<file path="src/rtl/switch_capture.sv">
// Board switch/button capture: synchronize, debounce, edge pulses, and
// serialize every debounced change into a small valid/ready event FIFO.
module switch_capture #(
  parameter int unsigned WIDTH          = 8,
  parameter real         CLK_FREQUENCY  = 12.0e6,
  parameter int unsigned DEBOUNCE_TICKS = 10,
  parameter bit          ACTIVE_LOW     = 1'b1,
  parameter int unsigned FIFO_DEPTH     = 4,
  localparam int unsigned IDXW          = (WIDTH > 1) ? $clog2(WIDTH) : 1
) (
  input  logic             clk,
  input  logic             rst_n,
  input  logic [WIDTH-1:0] sw_in,
  output logic [WIDTH-1:0] sw_level,
  output logic [WIDTH-1:0] sw_rise,
  output logic [WIDTH-1:0] sw_fall,
  output logic             evt_valid,
  input  logic             evt_ready,
  output logic [IDXW:0]    evt_data,
  output logic             evt_overflow,
  input  logic             ovf_clr
);

  localparam int unsigned TICK_DIV = int'(CLK_FREQUENCY * 1.0e-3);
  localparam int unsigned TICK_W   = (TICK_DIV > 1) ? $clog2(TICK_DIV) : 1;
  localparam int unsigned PTRW     = (FIFO_DEPTH > 1) ? $clog2(FIFO_DEPTH) : 1;
  localparam int unsigned CNTW     = PTRW + 1;
  localparam int unsigned DBW      = 8;

  localparam logic [TICK_W-1:0] TICK_LAST = TICK_W'(TICK_DIV - 1);
  localparam logic [DBW-1:0]    DB_LAST   = DBW'(DEBOUNCE_TICKS - 1);
  localparam logic [WIDTH-1:0]  RAW_IDLE  = {WIDTH{ACTIVE_LOW}};
  localparam logic [CNTW-1:0]   FIFO_FULL = CNTW'(FIFO_DEPTH);

  // Synchronizer
  logic [WIDTH-1:0] sync1_q, sync1_d;
  logic [WIDTH-1:0] sync2_q, sync2_d;
  logic [WIDTH-1:0] s_c;

  // Prescaler
  logic [TICK_W-1:0] tick_cnt_q, tick_cnt_d;
  logic              tick_c;

  // Debounce
  logic [DBW-1:0]   db_cnt_q [WIDTH];
  logic [DBW-1:0]   db_cnt_d [WIDTH];
  logic [WIDTH-1:0] level_q, level_d;
  logic [WIDTH-1:0] toggle_c;
  logic [WIDTH-1:0] rise_q, rise_d;
  logic [WIDTH-1:0] fall_q, fall_d;

  // Pending / serializer
  logic [WIDTH-1:0] pend_q, pend_d;
  logic [WIDTH-1:0] push_clr_c;
  logic [IDXW-1:0]  sel_idx_c;
  logic             push_c;
  logic [IDXW:0]    push_data_c;
  logic             ovf_q, ovf_d;
  logic             ovf_set_c;

  // FIFO
  logic [IDXW:0]    fifo_q [FIFO_DEPTH];
  logic [IDXW:0]    fifo_d [FIFO_DEPTH];
  logic [PTRW-1:0]  wr_ptr_q, wr_ptr_d;
  logic [PTRW-1:0]  rd_ptr_q, rd_ptr_d;
  logic [CNTW-1:0]  count_q, count_d;
  logic             full_c;
  logic             empty_c;
  logic             pop_c;

  // Two-flop synchronizer; polarity normalized so 1 = asserted
  always_comb begin
    sync1_d = sw_in;
    sync2_d = sync1_q;
    s_c     = ACTIVE_LOW ? ~sync2_q : sync2_q;
  end

  // Free-running 1 ms tick
  always_comb begin
    tick_c     = (tick_cnt_q == TICK_LAST);
    tick_cnt_d = tick_c ? '0 : tick_cnt_q + TICK_W'(1);
  end

  // Per-bit debounce: count stable ticks while the input differs from the level
  always_comb begin
    level_d  = level_q;
    toggle_c = '0;
    for (int unsigned i = 0; i < WIDTH; i++) begin
      db_cnt_d[i] = db_cnt_q[i];
      if (s_c[i] == level_q[i]) begin
        db_cnt_d[i] = '0;
      end else if (tick_c) begin
        if (db_cnt_q[i] == DB_LAST) begin
          toggle_c[i] = 1'b1;
          level_d[i]  = ~level_q[i];
          db_cnt_d[i] = '0;
        end else begin
          db_cnt_d[i] = db_cnt_q[i] + DBW'(1);
        end
      end
    end
    rise_d = toggle_c & level_d;
    fall_d = toggle_c & ~level_d;
  end

  // Lowest pending index wins the single push slot each cycle
  always_comb begin
    sel_idx_c = '0;
    for (int i = int'(WIDTH) - 1; i >= 0; i--) begin
      if (pend_q[i]) begin
        sel_idx_c = IDXW'(i);
      end
    end
    full_c      = (count_q == FIFO_FULL);
    empty_c     = (count_q == '0);
    pop_c       = !empty_c && evt_ready;
    push_c      = (|pend_q) && !full_c;
    push_data_c = {level_q[sel_idx_c], sel_idx_c};
    push_clr_c  = '0;
    if (push_c) begin
      push_clr_c[sel_idx_c] = 1'b1;
    end
  end

  // A change on a bit whose previous event is still pending loses that event
  always_comb begin
    pend_d    = (pend_q & ~push_clr_c) | toggle_c;
    ovf_set_c = |(toggle_c & pend_q & ~push_clr_c);
    ovf_d     = ovf_set_c | (ovf_q & ~ovf_clr);
  end

  always_comb begin
    for (int unsigned i = 0; i < FIFO_DEPTH; i++) begin
      fifo_d[i] = fifo_q[i];
    end
    wr_ptr_d = wr_ptr_q;
    rd_ptr_d = rd_ptr_q;
    count_d  = count_q + CNTW'(push_c) - CNTW'(pop_c);
    if (push_c) begin
      fifo_d[wr_ptr_q] = push_data_c;
      wr_ptr_d         = wr_ptr_q + PTRW'(1);
    end
    if (pop_c) begin
      rd_ptr_d = rd_ptr_q + PTRW'(1);
    end
  end

  always_ff @(posedge clk or negedge rst_n) begin
    if (!rst_n) begin
      sync1_q    <= RAW_IDLE;
      sync2_q    <= RAW_IDLE;
      tick_cnt_q <= '0;
      level_q    <= '0;
      rise_q     <= '0;
      fall_q     <= '0;
      pend_q     <= '0;
      ovf_q      <= 1'b0;
      wr_ptr_q   <= '0;
      rd_ptr_q   <= '0;
      count_q    <= '0;
      for (int unsigned i = 0; i < WIDTH; i++) begin
        db_cnt_q[i] <= '0;
      end
      for (int unsigned i = 0; i < FIFO_DEPTH; i++) begin
        fifo_q[i] <= '0;
      end
    end else begin
      sync1_q    <= sync1_d;
      sync2_q    <= sync2_d;
      tick_cnt_q <= tick_cnt_d;
      level_q    <= level_d;
      rise_q     <= rise_d;
      fall_q     <= fall_d;
      pend_q     <= pend_d;
      ovf_q      <= ovf_d;
      wr_ptr_q   <= wr_ptr_d;
      rd_ptr_q   <= rd_ptr_d;
      count_q    <= count_d;
      for (int unsigned i = 0; i < WIDTH; i++) begin
        db_cnt_q[i] <= db_cnt_d[i];
      end
      for (int unsigned i = 0; i < FIFO_DEPTH; i++) begin
        fifo_q[i] <= fifo_d[i];
      end
    end
  end

  // Head entry falls through; data forced to zero while empty
  assign sw_level     = level_q;
  assign sw_rise      = rise_q;
  assign sw_fall      = fall_q;
  assign evt_overflow = ovf_q;
  assign evt_valid    = !empty_c;
  assign evt_data     = empty_c ? '0 : fifo_q[rd_ptr_q];

endmodule

</file>
<file path="config.mk">
export PLATFORM = sky130hd
export DESIGN_NAME = switch_capture
export DESIGN_NICKNAME = d
export VERILOG_FILES = /design/src/rtl/switch_capture.sv
export SDC_FILE = /design/constraint.sdc
export NUM_CORES = 1
export LEC_CHECK = 0
export ABC_AREA = 1
export CAP_MARGIN = 15
export CORE_ASPECT_RATIO = 1.1
export CORE_MARGIN = 2
export CORE_UTILIZATION = 25
export DETAILED_ROUTE_END_ITERATION = 16
export PLACE_DENSITY = 0.46
export REMOVE_ABC_BUFFERS = 1
export SYNTH_ARGS = -nofsm -noshare
export SYNTH_HDL_FRONTEND = slang
export SYNTH_SLANG_ARGS = --single-unit
export TNS_END_PERCENT = 20
</file>
<file path="constraint.sdc">
create_clock -name clk -period 4.6 [get_ports clk]
set_input_delay 1.38 -clock clk [delete_from_list [all_inputs] [get_ports clk]]
set_output_delay 1.38 -clock clk [all_outputs]
set_load 0.05 [all_outputs]
</file>
* Word level (Yosys, flattened, before mapping) *
Cells that the tools add are included.

word-level totals
  RAM bits = 0
  bits in latches = 0
  flip-flop bits (word level) = 150
  memories = 0
  word-level logic and storage cells = 191
  memory bits (read-only) = 0
  input bits = 12
  output and inout port bits = 30

cells by class
  mux-type cells = 93
  $mul = 0
  $add $sub $neg = 13
  reductions and logical operators = 17
  bitwise gates (word level) = 22
  div/mod/pow operators = 0
  eq/ne operators = 18
  magnitude comparators = 5
  shift operators = 0

operators with widths
  kind                                                        number
  two-way mux 8 bit                                           25
  adder 8 x 1 -> 8 bit, second input constant                 8
  equality test 8 x 4 -> 1 bit, second input constant         8
  two-way mux 1 bit                                           50
  bitwise AND 8 bit                                           5
  two-way mux 3 bit                                           8
  inverter 8 bit                                              3
  bitwise mux 16 bit                                          1
  two-way mux 4 bit                                           4
  nonzero test 2 bit                                          8
  OR reduction 8 bit                                          2
  adder 14 x 1 -> 14 bit, second input constant               1
  equality test 14 bit, second input constant                 1
  two-way mux 14 bit                                          1
  inverter 1 bit                                              9
  binary-select mux 4 bit (select 2 bit)                      1
  demux 4 bit (select 2 bit)                                  1
  equality test 1 bit                                         8
  bitwise OR 8 bit                                            1
  greater-or-equal comparator 3 bit, second input constant    2
  inverter 2 -> 3 bit                                         2
  adder 2 x 1 -> 2 bit, second input constant                 2
  logical AND 1 bit                                           4
  less-than comparator 3 x 4 -> 1 bit, second input constant  1
  11 further kinds                                            12

* Logic depth before layout (Yosys ltp) *
Gate-level depths: netlist of the first run.

  depth in word-level cells = 17
  mapped depth = 14
  gate-level depth less buffers = 13

* Worst setup path before layout of the first run *
OpenSTA, ideal clock, no wires.

  path kind = reg2out
  start point = register rd_ptr_q[0]
  end point = output evt_data[0]
  data required time = 3.220 ns
  setup slack = 1.643 ns
  cell stages (with the launch flop) = 6
  arrival time = 1.577 ns
  path buffers = 1
  cells stage by stage = dfrtp_1 -> clkbuf_1 -> nor2_1 -> nor2_1 -> o21ai_0 -> a21oi_1

between the ends
  longest elaborated chain between the ends = 5

ends and longest elaborated chain
  element                                               line  text
  start, declared                                       65    logic [PTRW-1:0] rd_ptr_q, rd_ptr_d;
  start signal, assigned                                177   rd_ptr_q <= rd_ptr_d;
  inverter 2 -> 3 bit (implied by the code)             194   assign evt_data = empty_c ? '0 : fifo_q[rd_ptr_q];
  binary-select mux 4 bit (select 2 bit)                194
  two-way mux 4 bit (implied by the code) (2 in a row)  194
  two-way mux 4 bit                                     194
  end, declared                                         19    output logic [IDXW:0] evt_data,

No other way between the ends. The select of a mux whose other input is x is not followed.

* Worst setup path after layout of the first run *
  start point = register rd_ptr_q[0]
  end point = output evt_data[3]

Same word-level chain as after synthesis.

==> flow_metrics.tcl, run 1 <==
set metrics [dict create \
    io_buffers 41 \
    setup_violations 0 \
    final_cells 1348 \
    outcome "finished, final reports clean" \
    ir_worst_vdd_v 0.000173 \
    startpoint_type "flop" \
    fp.dieW_microns 168 \
    post-dp-hpwl_microns 11800 \
    gp_congestion 0.796 \
    wl_met1_microns 7850 \
    synth-seq-cells 150 \
    placedCellCount 1316 \
    finClkSkew_ps 8.19 \
    fp.dieH_microns 185 \
    finalCritPeriodShare 0.787 \
    drtIter0Drc 276 \
    leakage_nw 4.03 \
    synth_cells 904 \
    tightest_slew_ps 763 \
    dr_wl_met3_microns 343 \
    netlist_area_sq_um 7410 \
    grt_usage 0.114 \
    ys_warn_count 0 \
    initial_utilization 0.252 \
    crit_fanout 10 \
    cts-buffers-inserted 17 \
    hp-start "sync1_q[7]$_DFF_PN1_" \
    drv_slew 0 \
    area.growth.synth_to_final_pct 19.4 \
    cts_root_buffer "clkbuf_16" \
    htree_levels 4 \
    grt_pass1_wl_microns 28400 \
    reg2reg_depth 12 \
    fin_tns_setup_ps 0 \
    met2_length_microns 7840 \
    nNetsFinal 997 \
    r2r-start "tick_cnt_q[0]$_DFF_PN0_" \
    synth-xor-area-share 0.0225 \
    required_ps 3220 \
    postSynthAreaPerCell_sq_um 8.20 \
    ant_nets 0 \
    synth_top_family_by_area "simple AND/OR/NAND/NOR gates" \
    wl_per_cell_microns 12.1 \
    dieArea_sq_um 31000 \
    rsz0062_at_grt "no" \
    finalCriticalPeriod_ps 3620 \
    synth-compound-area-share 0.109 \
    holdPathStages 0 \
    clk_pin_slew_worst_paths_ps 70 \
    grt_start_max_net_pins 80 \
    io_pins 42 \
    clkLatencyLatePin_ps 430 \
    cts_setup_buffers 0 \
    yosysSeqAreaShare 0.509 \
    worstHoldPathType "flop to flop" \
    hold_end "sync2_q[7]$_DFF_PN1_" \
    synth_fa_ha_area_frac 0.0415 \
    first_global_vias 5874 \
    p_per_area_nw_per_um2 358 \
    core.rowCount 66 \
    clockBufferDepth 2 \
    cts_resized 0 \
    vias_per_cell 4.33 \
    wl_microns 16300 \
    yosys.area_share.simple 0.237 \
    crit_type "flop to output pin" \
    cts_tree "done" \
    maxCapViolCount 0 \
    r2r_end "evt_overflow$_DFF_PN0_" \
    top_layer_used "met4" \
    fmax_mhz 276 \
    hold_buffers 0 \
    firstDrtPassIters 5 \
    final_core_util 0.301 \
    cp.arrival_ps 2240 \
    via_count 5831 \
    setup.worst_path.end_class "output pin" \
    grt_antenna_before_repair 0 \
    core_area_sq_um 29400 \
    overflow 0 \
    rrSetupSlack_ps 1950 \
    relSlewSlack 0.491 \
    timing.final.hold_violations 0 \
    yosys.cell_types.count 37 \
    drive_above_1_share 0.0749 \
    route.detailed.drc 0 \
    muxShareOfSynthArea 0 \
    cts_sinks 150 \
    antenna_cells 0 \
]
state kept, by name, summed over array words and instances, names as in the netlist, 3 cells and up:
signal	count
count_q	3
db_cnt_q	64
fifo_q	16
pend_q	8
sw_fall	8
sw_level	8
sw_rise	8
sync1_q	8
sync2_q	8
tick_cnt_q	14
cells by family after synthesis:
group	after synthesis
buf+inv	152
simple gates	406
flops	150
compound gates	153
fa+ha+maj	24
xor+xnor	19
final cells by class:
type | count | area, sq um
fillers | 3175 | 20500
well taps | 374 | 468
multi-input cells | 602 | 3040
clock buffers | 19 | 433
inverters | 145 | 548
clock inverters | 13 | 148
flip-flops and latches | 150 | 3770
repair buffers | 45 | 442
worst max-delay path by stage:
stage          slack (ps)                     from  cells past startpoint          end
6_report              980  rd_ptr_q[0]$_DFFE_PN0P_                      4  evt_data[3]
5_1_grt               780  rd_ptr_q[0]$_DFFE_PN0P_                      4  evt_data[0]
4_1_cts               950     count_q[1]$_DFF_PN0_                      3    evt_valid
3_5_place_dp         1430  rd_ptr_q[0]$_DFFE_PN0P_                      4  evt_data[3]
3_3_place_gp         1460  rd_ptr_q[0]$_DFFE_PN0P_                      4  evt_data[3]
2_1_floorplan        1720  rd_ptr_q[0]$_DFFE_PN0P_                      3  evt_data[0]
cells in the final DEF (no fill, tap or decap), types with 2 or more instances in the layout:
| cell | instances |
|---|---|
| nand4_1 | 14 |
| nand2_2 | 4 |
| o21ai_0 | 60 |
| clkinv_4 | 2 |
| nor2_1 | 140 |
| dfrtp_1 | 134 |
| clkinv_2 | 2 |
| nor3_1 | 24 |
| inv_6 | 4 |
| a21oi_1 | 61 |
| xnor2_1 | 3 |
| clkbuf_16 | 17 |
| ha_1 | 23 |
| dfstp_2 | 16 |
| clkinvlp_4 | 4 |
| clkdlybuf4s50_1 | 40 |
| nor2_2 | 4 |
| o21ai_1 | 7 |
| clkbuf_1 | 2 |
| bufinv_16 | 2 |
| o22ai_1 | 17 |
| nor4_1 | 5 |
| a31oi_1 | 4 |
| nand2_4 | 4 |
| inv_1 | 140 |
| buf_4 | 4 |
| inv_2 | 3 |
| xor2_1 | 16 |
| nand2_1 | 153 |
| nand3_1 | 53 |
metrics by stage:
step | hold WS, ps | total power [mW] | setup WS, ps | instance area [sq um]
5_1_grt | 357 | 3.34 | 783 | 8850
6_report | 355 | 3.17 | 978 | 8850
4_1_cts | 356 | 3.23 | 953 | 8850
3_3_place_gp | 346 | 1.80 | 1460 | 8270
3_5_place_dp | 347 | 1.81 | 1430 | 8270
2_1_floorplan | 345 | 1.67 | 1720 | 7360
critical path, stage by stage (launching register included):
cell and delay [ps]:
dfrtp_1 480, inv_1 220, o21ai_0 130, a21oi_1 160
clkdlybuf4s50_1 810
synth_stat cells (all sizes together):
| cell type | count | share of area |
|---|---|---|
| clkinv | 1 | 0.00067 |
| o21ai | 68 | 0.046 |
| nor3b | 1 | 0.0010 |
| o211ai | 1 | 0.0010 |
| clkbuf | 1 | 0.00051 |
| nand3 | 53 | 0.036 |
| fa | 1 | 0.0027 |
| inv | 144 | 0.073 |
| dfrtp | 134 | 0.45 |
| xor2 | 16 | 0.019 |
| a31o | 1 | 0.0012 |
| o21bai | 1 | 0.0010 |
| o22ai | 17 | 0.014 |
| a31oi | 4 | 0.0034 |
| ha | 23 | 0.039 |
| dfstp | 16 | 0.057 |
| nand4 | 14 | 0.012 |
| buf | 6 | 0.0068 |
| nand2 | 162 | 0.090 |
| nor2 | 145 | 0.076 |
| nor4 | 6 | 0.0059 |
| nand3b | 1 | 0.0010 |
| nor3 | 24 | 0.016 |
| xnor2 | 3 | 0.0035 |
| a21oi | 61 | 0.041 |
power breakdown:
part / switching, mW / total [mW] / internal [mW] / leakage [nW]
Sequential: 0.0393 / 1.40 / 1.36 / 2.01
Combinational: 0.249 / 0.383 / 0.133 / 1.74
Clock: 0.582 / 1.39 / 0.805 / 0.271
per-layer routing:
layer,global-route usage,vias up
met5,0,-
met4,0.0424,0
met3,0.0228,18
met2,0.194,58
met1,0.143,2732
li1,-,3023
Power figures use the tool's default switching activity.
==> run 2, diff against run 1 <==
Settings changed: PLACE_DENSITY 0.46 to 0.47.
Clock period 4.6 ns to 3.1 ns, I/O delays scaled along.
==> run 2 against run 1 <==
Count of clock-buffer cells in the layout is 1 higher. Combinational power grew 44%. Non-clock buffer count rose by 3. Final area grew 0.58%. Register-to-register slack worse by 1100 ps. Die area is the same. Hold slack about the same. Core utilization is 0.17 points higher. Critical path type unchanged.
==> flow_metrics.tcl, run 2 (same netlist as run 1, synthesis figures left out) <==
set metrics [dict create \
    top_layer_used "met4" \
    finalCriticalPeriod_ps 2890 \
    pwr-share-comb 0.116 \
    cp_num_buf_inv 3 \
    htree_levels 4 \
    cp_cell_sequence "nor3_1 > buf_4 > inv_1 > clkdlybuf4s50_1" \
    p_sw_frac 0.276 \
    via_count 5831 \
    nNetsFinal 1000 \
    holdPathStages 0 \
    reg2reg_depth 12 \
    largest_reg_flops 64 \
    initial_utilization 0.252 \
    cts_sinks 150 \
    grt_start_max_net_pins 56 \
    cts-buffers-inserted 17 \
    nFillCells 3109 \
    mostFrequentLayoutCell "nand2_1" \
    dieArea_sq_um 31000 \
    clockBufferDepth 2 \
    gp_congestion 0.808 \
    finalCritPeriodShare 0.932 \
    cts_root_buffer "clkbuf_16" \
    io_buffers 41 \
    core.rowCount 66 \
    grt_antenna_before_repair 0 \
    hold-worst-slack_ps 355 \
    slowest_delay_ps 690 \
    r2r-start "tick_cnt_q[0]$_DFF_PN0_" \
    p_int_mw 3.44 \
    cp_slowest_cell "clkdlybuf4s50_1" \
    p_total_mw 4.75 \
    fmax_mhz 346 \
    crit_type "flop to output pin" \
    dr_wl_met3_microns 473 \
    crit_fanout 5 \
    net-switching-power_mw 1.31 \
    overflow 0 \
    clk_pin_slew_worst_paths_ps 70 \
    relSlewSlack 0.632 \
    ant_nets 0 \
    leakage_nw 4.08 \
    required_ps 2170 \
    post-dp-hpwl_microns 11600 \
    hp-start "sync1_q[5]$_DFF_PN1_" \
    outcome "finished, final reports clean" \
    placed_cell_area_sq_um 8300 \
    drive_above_1_share 0.0788 \
    pwr-share-seq 0.436 \
    wl_met1_microns 7680 \
    tightest_slew_ps 550 \
    firstDrtPassIters 7 \
    antenna_cells 0 \
    regMostFlops "db_cnt_q" \
    pre_cts_slack_ps 412 \
    cp.arrival_ps 1960 \
    area.growth.synth_to_final_pct 20.1 \
    worstHoldPathType "flop to flop" \
    startpoint_type "flop" \
    crit_cells 4 \
    clockPowerShare 0.448 \
    clkLatencyLatePin_ps 430 \
    io_pins 42 \
    layout_common_cells "nand2_1 (153), inv_1 (140), nor2_1 (140)" \
    ir_worst_vdd_v 0.000221 \
    grt_usage 0.111 \
    met2_length_microns 7580 \
    reg_top3 "db_cnt_q (64), fifo_q (16), tick_cnt_q (14)" \
    fp.dieW_microns 168 \
    setup_ws_ps 211 \
    drtIter0Drc 350 \
    timing.final.hold_violations 0 \
    finClkSkew_ps 15.4 \
    grt_pass1_wl_microns 27600 \
    cts_setup_buffers 0 \
    drv_slew 0 \
    wl_per_cell_microns 11.9 \
    fin_tns_setup_ps 0 \
    maxCapViolCount 0 \
    route.detailed.drc 0 \
    p_per_area_nw_per_um2 533 \
    setup.worst_path.end_class "output pin" \
    fp.dieH_microns 185 \
    finish.instance_area_sq_um 8900 \
    setup_violations 0 \
    cp_top_family "buffers and inverters" \
    cts_tree "done" \
    vias_per_cell 4.32 \
    wl_microns 16000 \
    startpoint "count_q[1]$_DFF_PN0_" \
    first_global_vias 5679 \
    rsz0062_at_grt "no" \
    core_area_sq_um 29400 \
]
## run 2: worst register-to-register path: cells and delay by family, from the launching register on
family | cells | cell delay (ps)
flops | 1 | 390
simple gates | 9 | 1120
fa+ha+maj | 1 | 200
buf+inv | 2 | 430
## run 2: metal layers
layer,GRT usage,up-vias
li1,-,3038
met1,0.139,2705
met2,0.188,69
met3,0.0234,19
met4,0.0428,0
met5,0,-
## run 2: cell type report
type	instances	area [sq um]	share of cell area
sequential	150	3770	0.424
multi-input combinational	602	3040	0.341
inverter	145	548	0.0616
timing repair buffer	48	472	0.0530
tap	374	468	0.0526
clock buffer	20	457	0.0513
clock inverter	12	145	0.0163
## run 2: final timing paths
check | end | slack, ps
worst max-delay path | evt_valid | 210
worst min-delay path | sync2_q[5]$_DFF_PN1_ | 360
worst max register to register | evt_overflow$_DFF_PN0_ | 870
worst min register to register | sync2_q[5]$_DFF_PN1_ | 360
max in group asynchronous | sync2_q[3]$_DFF_PN1_ | 1860
min in group asynchronous | db_cnt_q[62]$_DFFE_PN0P_ | 460
## run 2: repair_timing
action	CTS	global route
resized for setup	4	0
hold buffers	0	0
setup endpoints to repair	4	0
## run 2: per-stage QoR
| stage | std cells | util |
|---|---|---|
| after floorplan | 897 | - |
| after global placement | 1319 | 0.282 |
| after detailed placement | 1319 | 0.282 |
| after CTS | 1351 | 0.303 |
| after global routing | 1351 | 0.303 |
| final | 1351 | 0.303 |
## run 2: power groups by stage
stage,clock network (mW),logic (mW),registers [mW]
final,2.13,0.550,2.07
after global routing,2.30,0.619,2.08
after CTS,2.20,0.559,2.07
after detailed placement,0,0.583,2.11
after global placement,0,0.576,2.10
after floorplan,0,0.384,2.09
